===== src/rtl/priority_16_rr_arbiter.sv =====
// 16-requester arbiter with a highest-index-wins search, an optional round-robin
// rotation and a bounded hold time. All outputs are registered.
module priority_16_rr_arbiter #(
    parameter int N        = 16,
    parameter int IDX_W    = 4,
    parameter int MAX_HOLD = 15
) (
    input  logic             clk,
    input  logic             rst,
    input  logic [N-1:0]     req,
    // "release" is a reserved word in SystemVerilog, hence the longer name.
    input  logic             release_grant,
    input  logic             mode,
    output logic [N-1:0]     grant,
    output logic [IDX_W-1:0] grant_idx,
    output logic             grant_valid,
    output logic [7:0]       enc_out
);

    typedef enum logic {
        IDLE,
        OWNED
    } state_t;

    state_t           state, state_next;
    logic [IDX_W-1:0] ptr, ptr_next;
    logic [4:0]       hold, hold_next;

    logic [N-1:0]     grant_next;
    logic [IDX_W-1:0] idx_next;
    logic             valid_next;
    logic [7:0]       enc_next;

    logic             win_found;
    logic [IDX_W-1:0] win_idx;
    logic             hold_limit;
    logic             end_of_grant;
    logic             arb;

    // Later loop iterations overwrite earlier ones, so the last hit in the loop
    // order is the winner: index 15 in fixed mode, ptr-1 in round-robin mode.
    always_comb begin
        logic [IDX_W-1:0] cand;
        win_found = 1'b0;
        win_idx   = '0;
        cand      = '0;
        if (mode) begin
            for (int i = 0; i < N; i++) begin
                if (req[i]) begin
                    win_found = 1'b1;
                    win_idx   = IDX_W'(i);
                end
            end
        end else begin
            for (int i = N; i >= 1; i--) begin
                cand = ptr - IDX_W'(i);
                if (req[cand]) begin
                    win_found = 1'b1;
                    win_idx   = cand;
                end
            end
        end
    end

    assign hold_limit   = (MAX_HOLD != 0) && (hold >= 5'(MAX_HOLD));
    assign end_of_grant = release_grant || !req[grant_idx] || hold_limit;
    assign arb          = (state == IDLE) || end_of_grant;

    // NOTE: every combinational output gets a default first so no path can
    // leave it unassigned and infer a latch.
    always_comb begin
        state_next = state;
        ptr_next   = ptr;
        hold_next  = hold;
        grant_next = grant;
        idx_next   = grant_idx;
        valid_next = grant_valid;
        if (arb) begin
            if (win_found) begin
                state_next          = OWNED;
                ptr_next            = win_idx;
                hold_next           = 5'd1;
                grant_next          = '0;
                grant_next[win_idx] = 1'b1;
                idx_next            = win_idx;
                valid_next          = 1'b1;
            end else begin
                state_next = IDLE;
                hold_next  = '0;
                grant_next = '0;
                idx_next   = '0;
                valid_next = 1'b0;
            end
        end else if (hold != 5'h1F) begin
            hold_next = hold + 5'd1;
        end
        enc_next = valid_next ? 8'(idx_next) : 8'hF0;
    end

    // NOTE: sequential state uses non-blocking assignments so every register
    // samples the pre-edge values regardless of statement order.
    always_ff @(posedge clk) begin
        if (rst) begin
            state       <= IDLE;
            ptr         <= '0;
            hold        <= '0;
            grant       <= '0;
            grant_idx   <= '0;
            grant_valid <= 1'b0;
            enc_out     <= 8'hF0;
        end else begin
            state       <= state_next;
            ptr         <= ptr_next;
            hold        <= hold_next;
            grant       <= grant_next;
            grant_idx   <= idx_next;
            grant_valid <= valid_next;
            enc_out     <= enc_next;
        end
    end

endmodule


===== config.mk =====
export PLATFORM = sky130hd
export DESIGN_NAME = priority_16_rr_arbiter
export DESIGN_NICKNAME = d
export VERILOG_FILES = /design/src/rtl/priority_16_rr_arbiter.sv
export SDC_FILE = /design/constraint.sdc
export NUM_CORES = 1
export LEC_CHECK = 0
export BUFFER_PORTS_ARGS = -buffer_cell sky130_fd_sc_hd__buf_2
export CAP_MARGIN = 10
export CORE_ASPECT_RATIO = 0.8
export CORE_MARGIN = 1.5
export CORE_UTILIZATION = 55
export CTS_CLUSTER_SIZE = 16
export DETAILED_ROUTE_END_ITERATION = 8
export PLACE_DENSITY_LB_ADDON = 0.08
export SLEW_MARGIN = 5
export SYNTH_ARGS = -nofsm -noshare
export SYNTH_HDL_FRONTEND = slang
export SYNTH_SLANG_ARGS = --single-unit

===== constraint.sdc =====
create_clock -name clk -period 8.25 [get_ports clk]
set_input_delay 1.2375 -clock clk [delete_from_list [all_inputs] [get_ports clk]]
set_output_delay 1.2375 -clock clk [all_outputs]
set_load 0.02 [all_outputs]

* After elaboration in Yosys (flattened, before gate mapping)
Cells that the tools add are included.
** Cells by class
- Add/sub/neg operators :: 16
- Multipliers :: 0
- Muxes and demuxes :: 110
- Equal/unequal tests :: 1
- Shift operators :: 0
- Div/mod/pow operators :: 0
- Order comparisons :: 20
- Bitwise operators :: 2
- Reduce and logical (&&, ||, !) cells :: 8
** Operator list (count)
- $mux 4 :: 33
- $lt 4x5->1 const B :: 18
- $bmux 1 s4 :: 17
- $mux 1 :: 55
- $sub 4x4->4 const B :: 8
- $mux 16 :: 1
- $sub 4x3->4 const B :: 4
- $mux 5 :: 2
- $mux 8 :: 1
- $sub 4x2->4 const B :: 2
- $add 5x1->5 const B :: 1
- $ge 5x4->1 const B :: 1
- $ne 5x5->1 const B :: 1
- $demux 1 s4 :: 1
- $ge 4x1->1 const B :: 1
- $sub 4x1->4 const B :: 1
- $logic_or 1x1->1 :: 3
- $not 1->1 :: 2
- $reduce_and 2->1 :: 1
- $reduce_bool 2->1 :: 1
- $reduce_or 2->1 :: 1
- $logic_and 1x1->1 :: 1
- $logic_not 1->1 :: 1
** Word-level totals
- Memories :: 0
- Logic and storage cells :: 165
- Bits in writable memories :: 0
- Latch bits :: 0
- Flip-flop bits (word level) :: 39
- Memory bits (read-only) :: 0
- Input port bits :: 20
- Output and inout bits :: 29

* Depth between registers and ports, before layout
Gate-level depths: netlist (run 1).
- Depth in word-level cells :: 24
- Depth in mapped cells :: 15

* Worst setup path before layout (run 1)
No wires, ideal clock.
- Path kind :: reg2reg
- From :: register ptr[2]
- To :: register grant[2]
- Setup time :: 0.117 ns
- Period minus slack after synthesis :: 4.491 ns
- Cell stages (with the launch flop) :: 14
- Data required time :: 8.133 ns
- Setup slack :: 3.759 ns
- Buffers on the path :: 3
- Arrival :: 4.374 ns
- Path through :: dfxtp_1 > buf_4 > clkbuf_1 > clkbuf_1 > inv_1 > ha_1 > a21boi_1 > xnor2_1 > mux4_2 > or4_1 > o41ai_4 > nor2_2 > and3_4 > a32o_1
** Between the ends
- Cells in the longest elaborated chain, start to end :: 24
- Elaborated cells between the ends (all ways) :: 87
** RTL lines
- from (decl) :: RTL line 26 : logic [IDX_W-1:0] ptr, ptr_next;
- from (signal assigned) :: RTL line 113 : ptr <= ptr_next;
- $sub 4x4->4 / $bmux 1 s4 (equally long branches) :: RTL line 56, 57
- $bmux 1 s4 / $mux 1 (equally long branches) :: RTL line 57 : if (req[cand]) begin
- $mux 1 (implied by the code) / $mux 4 (equally long branches) :: RTL line 57
- $mux 4 (15 in series) :: RTL line 57
- $mux 4 :: RTL line 47 : if (mode) begin
- $lt 4x5->1 (implied by the code) / $ge 4x1->1 (equally long branches) :: RTL line 84 : grant_next[win_idx] = 1'b1;
- $logic_and 1x1->1 (implied by the code) :: RTL line 84
- $mux 1 (implied by the code) :: RTL line 84
- $demux 1 s4 :: RTL line 84
- $mux 16 (*) :: RTL line 79 : if (win_found) begin
- to (signal assigned) :: RTL line 115 : grant <= grant_next;
- to (decl) :: RTL line 14 : output logic [N-1:0] grant,
Mark *: on every way between the ends. The rest lies on a longest branch, timed or not. The select of a mux whose other input is x is not followed.
A chain may end at the register's enable or synchronous reset.

* Worst setup path after layout (run 1)
- From :: register ptr[1]
- To :: register grant[2]
Same word-level chain as after synthesis.

==> impl_metrics.env, run 1 <==
export IMPL_cts_setup_buffers=0
export IMPL_gp_congestion=0.9958
export IMPL_grt_util_met2=0.4732
export IMPL_hold_viol=0
export IMPL_ys_ff_latch=36
export IMPL_drv_cap=0
export IMPL_slew_headroom=0.3037
export IMPL_grt_pass1_vias=3787
export IMPL_drtIter0Drc=440
export IMPL_path_cells="buf_4, inv_1, ha_1, mux4_2, mux4_2, or4_1, o41ai_4, nor2_2, and3_4, a32o_1"
export IMPL_grtUsageTotal=0.3308
export IMPL_tightest_slew_ps=1045
export IMPL_dp_hpwl_mm=9.909
export IMPL_synth_cells=496
export IMPL_numCtsBuffers=5
export IMPL_crit_type="reg2reg"
export IMPL_die_x_um=101.2
export IMPL_cts_resized=0
export IMPL_synth_top_area_share=0.1697
export IMPL_synth_largest_area_cell="dfxtp_1"
export IMPL_synth_cell_types=72
export IMPL_rows=28
export IMPL_drive_above_1_share=0.2288
export IMPL_cts_tree="done"
export IMPL_num_vias=4287
export IMPL_grt_ovfl_total=0
export IMPL_dieArea_um2=8261
export IMPL_start_kind="flip-flop"
export IMPL_htree_levels=2
export IMPL_wl_per_cell_um=21.24
export IMPL_antenna_found_initial=0
export IMPL_grt_max_degree=42
export IMPL_rsz0062_at_grt="no"
export IMPL_hold_path_class="reg2reg"
export IMPL_setup_viol_count_final=0
export IMPL_critical_path_max_stage_delay_ps=1070
export IMPL_synth_avg_cell_area_um2=8.562
export IMPL_synth_edf_count=0
export IMPL_num_antenna_cells=0
export IMPL_clkLatencyLatePin_ps=290
export IMPL_max_freq_mhz=188.2
export IMPL_die_h_um=81.60
export IMPL_route_detailed_drc=0
export IMPL_multi_input_area_um2=3286
export IMPL_start_util=0.5718
export IMPL_use_met3=0.07660
export IMPL_ioPinCount=49
export IMPL_period_share=0.6442
export IMPL_crit_fanout=29
export IMPL_synth_area_leaders="dfxtp_1 17%, mux4_2 13%, mux2i_1 10%"
export IMPL_async_flop_share=0
export IMPL_syn_nets=526
export IMPL_final_cell_mix="48 x buf_2, 44 x mux2i_1, 38 x nand2_1"
export IMPL_n_fill_cell=661
export IMPL_setup_total_negative_slack_ps=0
export IMPL_fin_area_um2=4556
export IMPL_grt_pass1_wl_mm=20.91
export IMPL_crit_slowest_cell="ha_1"
export IMPL_clk_pin_slew_ps=70
export IMPL_cts_root_buffer="clkbuf_8"
export IMPL_syn_area_um2=4247
export IMPL_status="finished, final reports clean"
export IMPL_grt_use_met1=0.5098
export IMPL_ys_warn_count=0
export IMPL_areaGrowthSynthToFinish_pct=7.278
export IMPL_crit_path_end_kind="flip-flop"
export IMPL_critPathArrivalTime_ps=5500
export IMPL_crit_top_cell="mux4_2"
export IMPL_cts_buffer_depth=2
export IMPL_drt_pass1_iterations=5
export IMPL_detail_route_antenna_nets=0
export IMPL_layout_commonest_cell="buf_2"
export IMPL_core_area_um2=7427
export IMPL_postPlaceCellArea_um2=4468
export IMPL_fin_skew_ps=7.984
export IMPL_cts_hold_buf=0
export IMPL_busiest_layer="met1"
export IMPL_fin_crit_ps=5315
export IMPL_regArea_um2=720.7
export IMPL_drt_vias_per_instance=6.859
export IMPL_cts_sinks=36
export IMPL_yosysSeqAreaShare=0.1697
export IMPL_drt_total_wl_mm=13.27
export IMPL_io_buffers=48
export IMPL_synth_flop_cell="dfxtp_1"
export IMPL_finalMaxSlewViolations=0
export IMPL_fin_nets=549
export IMPL_worstPathRequired_ps=8430
==> metal layers <==
layer  part of all wire  up-vias
met5                  0        -
met4             0.0087        0
met3               0.12       18
met2               0.42      290
met1               0.45     2028
li1                   -     1951
==> final cells by class <==
class / count / share of cell area
multi-input combinational: 407 / 0.7212
timing repair buffer: 51 / 0.05768
inverter: 18 / 0.01483
tap: 105 / 0.02884
clock buffer: 5 / 0.01511
sequential: 36 / 0.1582
clock inverter: 3 / 0.004120
==> critical path, delay by kind of cell (launching register included) <==
kind / cells / cell delay (ps)
adder cells (fa/ha/maj): 1 / 1070
flip-flops: 1 / 310
AO/OA/AOI/OAI: 2 / 860
AND/OR/NAND/NOR: 3 / 980
multiplexers: 2 / 1300
buffers and inverters: 2 / 650
==> state kept, by name (all words and copies together), names as in the netlist <==
signal and cells:
ptr 4, hold 5, grant_valid 1, state 1, enc_out 5, grant_idx 4, grant 16
==> per-stage QoR <==
step	hold slack, ps	setup slack, ps	util	cells
detailed placement	442.1	3042	0.6016	617
global placement	435.2	3120	0.6016	617
CTS	452.3	3031	0.6134	625
finish	447.0	2935	0.6134	625
floorplan	523.2	3759	-	496
global route	477.1	2672	0.6134	625
==> cell families (layout without fill, tap and decap cells) <==
logic type / Yosys count / after routing / synth area share
buf+inv: 53 / 77 / 0.05657
fa+ha+maj: 10 / 10 / 0.02946
mux: 86 / 86 / 0.2823
compound gates: 137 / 137 / 0.2339
simple gates: 160 / 160 / 0.1939
xor+xnor: 14 / 14 / 0.03418
flops: 36 / 36 / 0.1697
==> synth_stat cells (8+ instances only) <==
master	instances
o21ai_0	12
dfxtp_1	36
a21oi_1	32
mux2_2	14
nand2b_1	10
xnor2_1	9
nor2b_1	10
nor3_1	12
nand2_1	38
inv_1	16
ha_1	10
mux2i_1	44
nor2_1	33
and3_1	8
o22ai_1	9
mux4_2	24
a211oi_1	9
clkbuf_1	22
nand3_1	16
==> worst paths after layout <==
| path | start | to | slack (ps) | depth (start not counted) |
|---|---|---|---|---|
| hold reg to reg | grant[9] | grant[9] | 450 | 2 |
| setup / recovery | ptr[1] | grant[2] | 2940 | 10 |
| setup reg to reg | ptr[1] | grant[2] | 2940 | 10 |
| hold / removal | grant[9] | grant[9] | 450 | 2 |
Power of run 1 is left out: the tool's default activity adds up to more than one toggle a clock period on the data nets, which glitch-free logic cannot reach.
==> run 2: changes to the inputs <==
clock period = 4.9 ns   (was 8.25 ns; I/O delays follow)
==> run 2 against run 1 <==
Net effect: sequential share of layout area is 0.13 points lower; hold slack got worse by 3.9 ps; clock-buffer cell count is the same; first-iteration DRC count grew 22%; design area grew 0.82%; die area unchanged; clock skew is 0.65 ps higher; non-clock buffer count rose by 5; maximum frequency is 19% higher; core utilization rose by 0.51 points; critical path depth grew 1; register-to-register slack worse by 2500 ps; largest cell class unchanged.
==> impl_metrics.env, run 2 (synthesized netlist as in run 1, its figures left out) <==
export IMPL_status="finished, final reports clean"
export IMPL_grt_ovfl_total=0
export IMPL_grt_pass1_vias=3829
export IMPL_top_regs="grant (16), enc_out (5), hold (5)"
export IMPL_die_h_um=81.60
export IMPL_min_path_cells=2
export IMPL_crit_type="reg2reg"
export IMPL_drt_total_wl_mm=13.63
export IMPL_cts_resized=0
export IMPL_htree_levels=2
export IMPL_largest_register="grant"
export IMPL_start_kind="flip-flop"
export IMPL_multi_input_area_um2=3286
export IMPL_hold_viol=0
export IMPL_grtUsageTotal=0.3355
export IMPL_core_area_um2=7427
export IMPL_tightest_slew_ps=929.4
export IMPL_use_met3=0.05957
export IMPL_rsz0062_at_grt="no"
export IMPL_setup_total_negative_slack_ps=0
export IMPL_fin_skew_ps=8.631
export IMPL_regArea_um2=720.7
export IMPL_num_antenna_cells=0
export IMPL_antenna_found_initial=0
export IMPL_start_util=0.5718
export IMPL_ioPinCount=49
export IMPL_clkLatencyLatePin_ps=290
export IMPL_dpl_worst_slack_ps=477.0
export IMPL_setup_viol_count_final=0
export IMPL_busiest_layer="met1"
export IMPL_max_freq_mhz=223.5
export IMPL_num_vias=4342
export IMPL_slew_headroom=0.3759
export IMPL_layout_commonest_cell="buf_2"
export IMPL_crit_fanout=14
export IMPL_worstPathRequired_ps=5080
export IMPL_r2r_cells=11
export IMPL_drive_above_1_share=0.2362
export IMPL_rows=28
export IMPL_final_cell_mix="48 x buf_2, 44 x mux2i_1, 38 x nand2_1"
export IMPL_numCtsBuffers=5
export IMPL_cts_root_buffer="clkbuf_8"
export IMPL_cts_hold_buf=0
export IMPL_dp_cells=622
export IMPL_io_buffers=48
export IMPL_cts_buffer_depth=2
export IMPL_drtIter0Drc=538
export IMPL_finalMaxSlewViolations=0
export IMPL_final_cells=630
export IMPL_areaGrowthSynthToFinish_pct=8.162
export IMPL_die_x_um=101.2
export IMPL_dieArea_um2=8261
export IMPL_clk_pin_slew_ps=70
export IMPL_rrSetupSlack_ps=430
export IMPL_wl_per_cell_um=21.63
export IMPL_critPathArrivalTime_ps=4660
export IMPL_n_fill_cell=684
export IMPL_cts_sinks=36
export IMPL_cts_tree="done"
export IMPL_route_detailed_drc=0
export IMPL_fin_nets=554
export IMPL_cts_setup_buffers=0
export IMPL_hold_path_class="reg2reg"
export IMPL_drt_pass1_iterations=5
export IMPL_largest_reg_flops=16
export IMPL_fin_crit_ps=4475
export IMPL_gp_congestion=0.9850
export IMPL_grt_util_met2=0.4792
export IMPL_drt_vias_per_instance=6.892
export IMPL_grt_max_degree=41
export IMPL_period_share=0.9132
export IMPL_detail_route_antenna_nets=0
export IMPL_drv_cap=0
export IMPL_crit_path_end_kind="flip-flop"
export IMPL_dp_hpwl_mm=10.35
export IMPL_grt_pass1_wl_mm=21.42
export IMPL_setup_slack_ps=425.4
export IMPL_grt_use_met1=0.5338
-- run 2: final cells by class --
type,instances,area share
clock buffers,5,0.01498
clock inverters,3,0.004086
inverters,18,0.01471
multi-input cells,407,0.7153
flip-flops and latches,36,0.1569
well taps,105,0.02860
repair buffers,56,0.06538
-- run 2: final timing paths --
kind / start / endpoint
worst min register to register: grant[1] / grant[1]
worst min-delay path: grant[1] / grant[1]
worst max-delay path: ptr[0] / grant[2]
worst max register to register: ptr[0] / grant[2]
-- run 2: through the flow --
step	utilization	hold WS (ps)	instance area, µm²
after global routing	0.6184	464.0	4593
after floorplan	-	523.2	4247
after global placement	0.6066	434.5	4506
final	0.6184	443.2	4593
after detailed placement	0.6066	437.2	4506
after CTS	0.6184	446.5	4593
-- run 2: routing by layer --
| layer | wire, µm | vias up |
|---|---|---|
| li1 | - | 1965 |
| met1 | 6404 | 2076 |
| met2 | 5621 | 274 |
| met3 | 1389 | 27 |
| met4 | 212 | 0 |
| met5 | 0 | - |
-- run 2: critical path, stage by stage (launching register included) --
cell and delay (ps):
dfxtp_1 340, inv_2 120, ha_1 700, buf_4 320
mux2_4 330, mux2_2 300, mux4_2 540, or4_1 540
o41ai_4 610, nor2_2 110, and3_4 210, a32o_1 250
Power of run 2 is left out for the same reason.
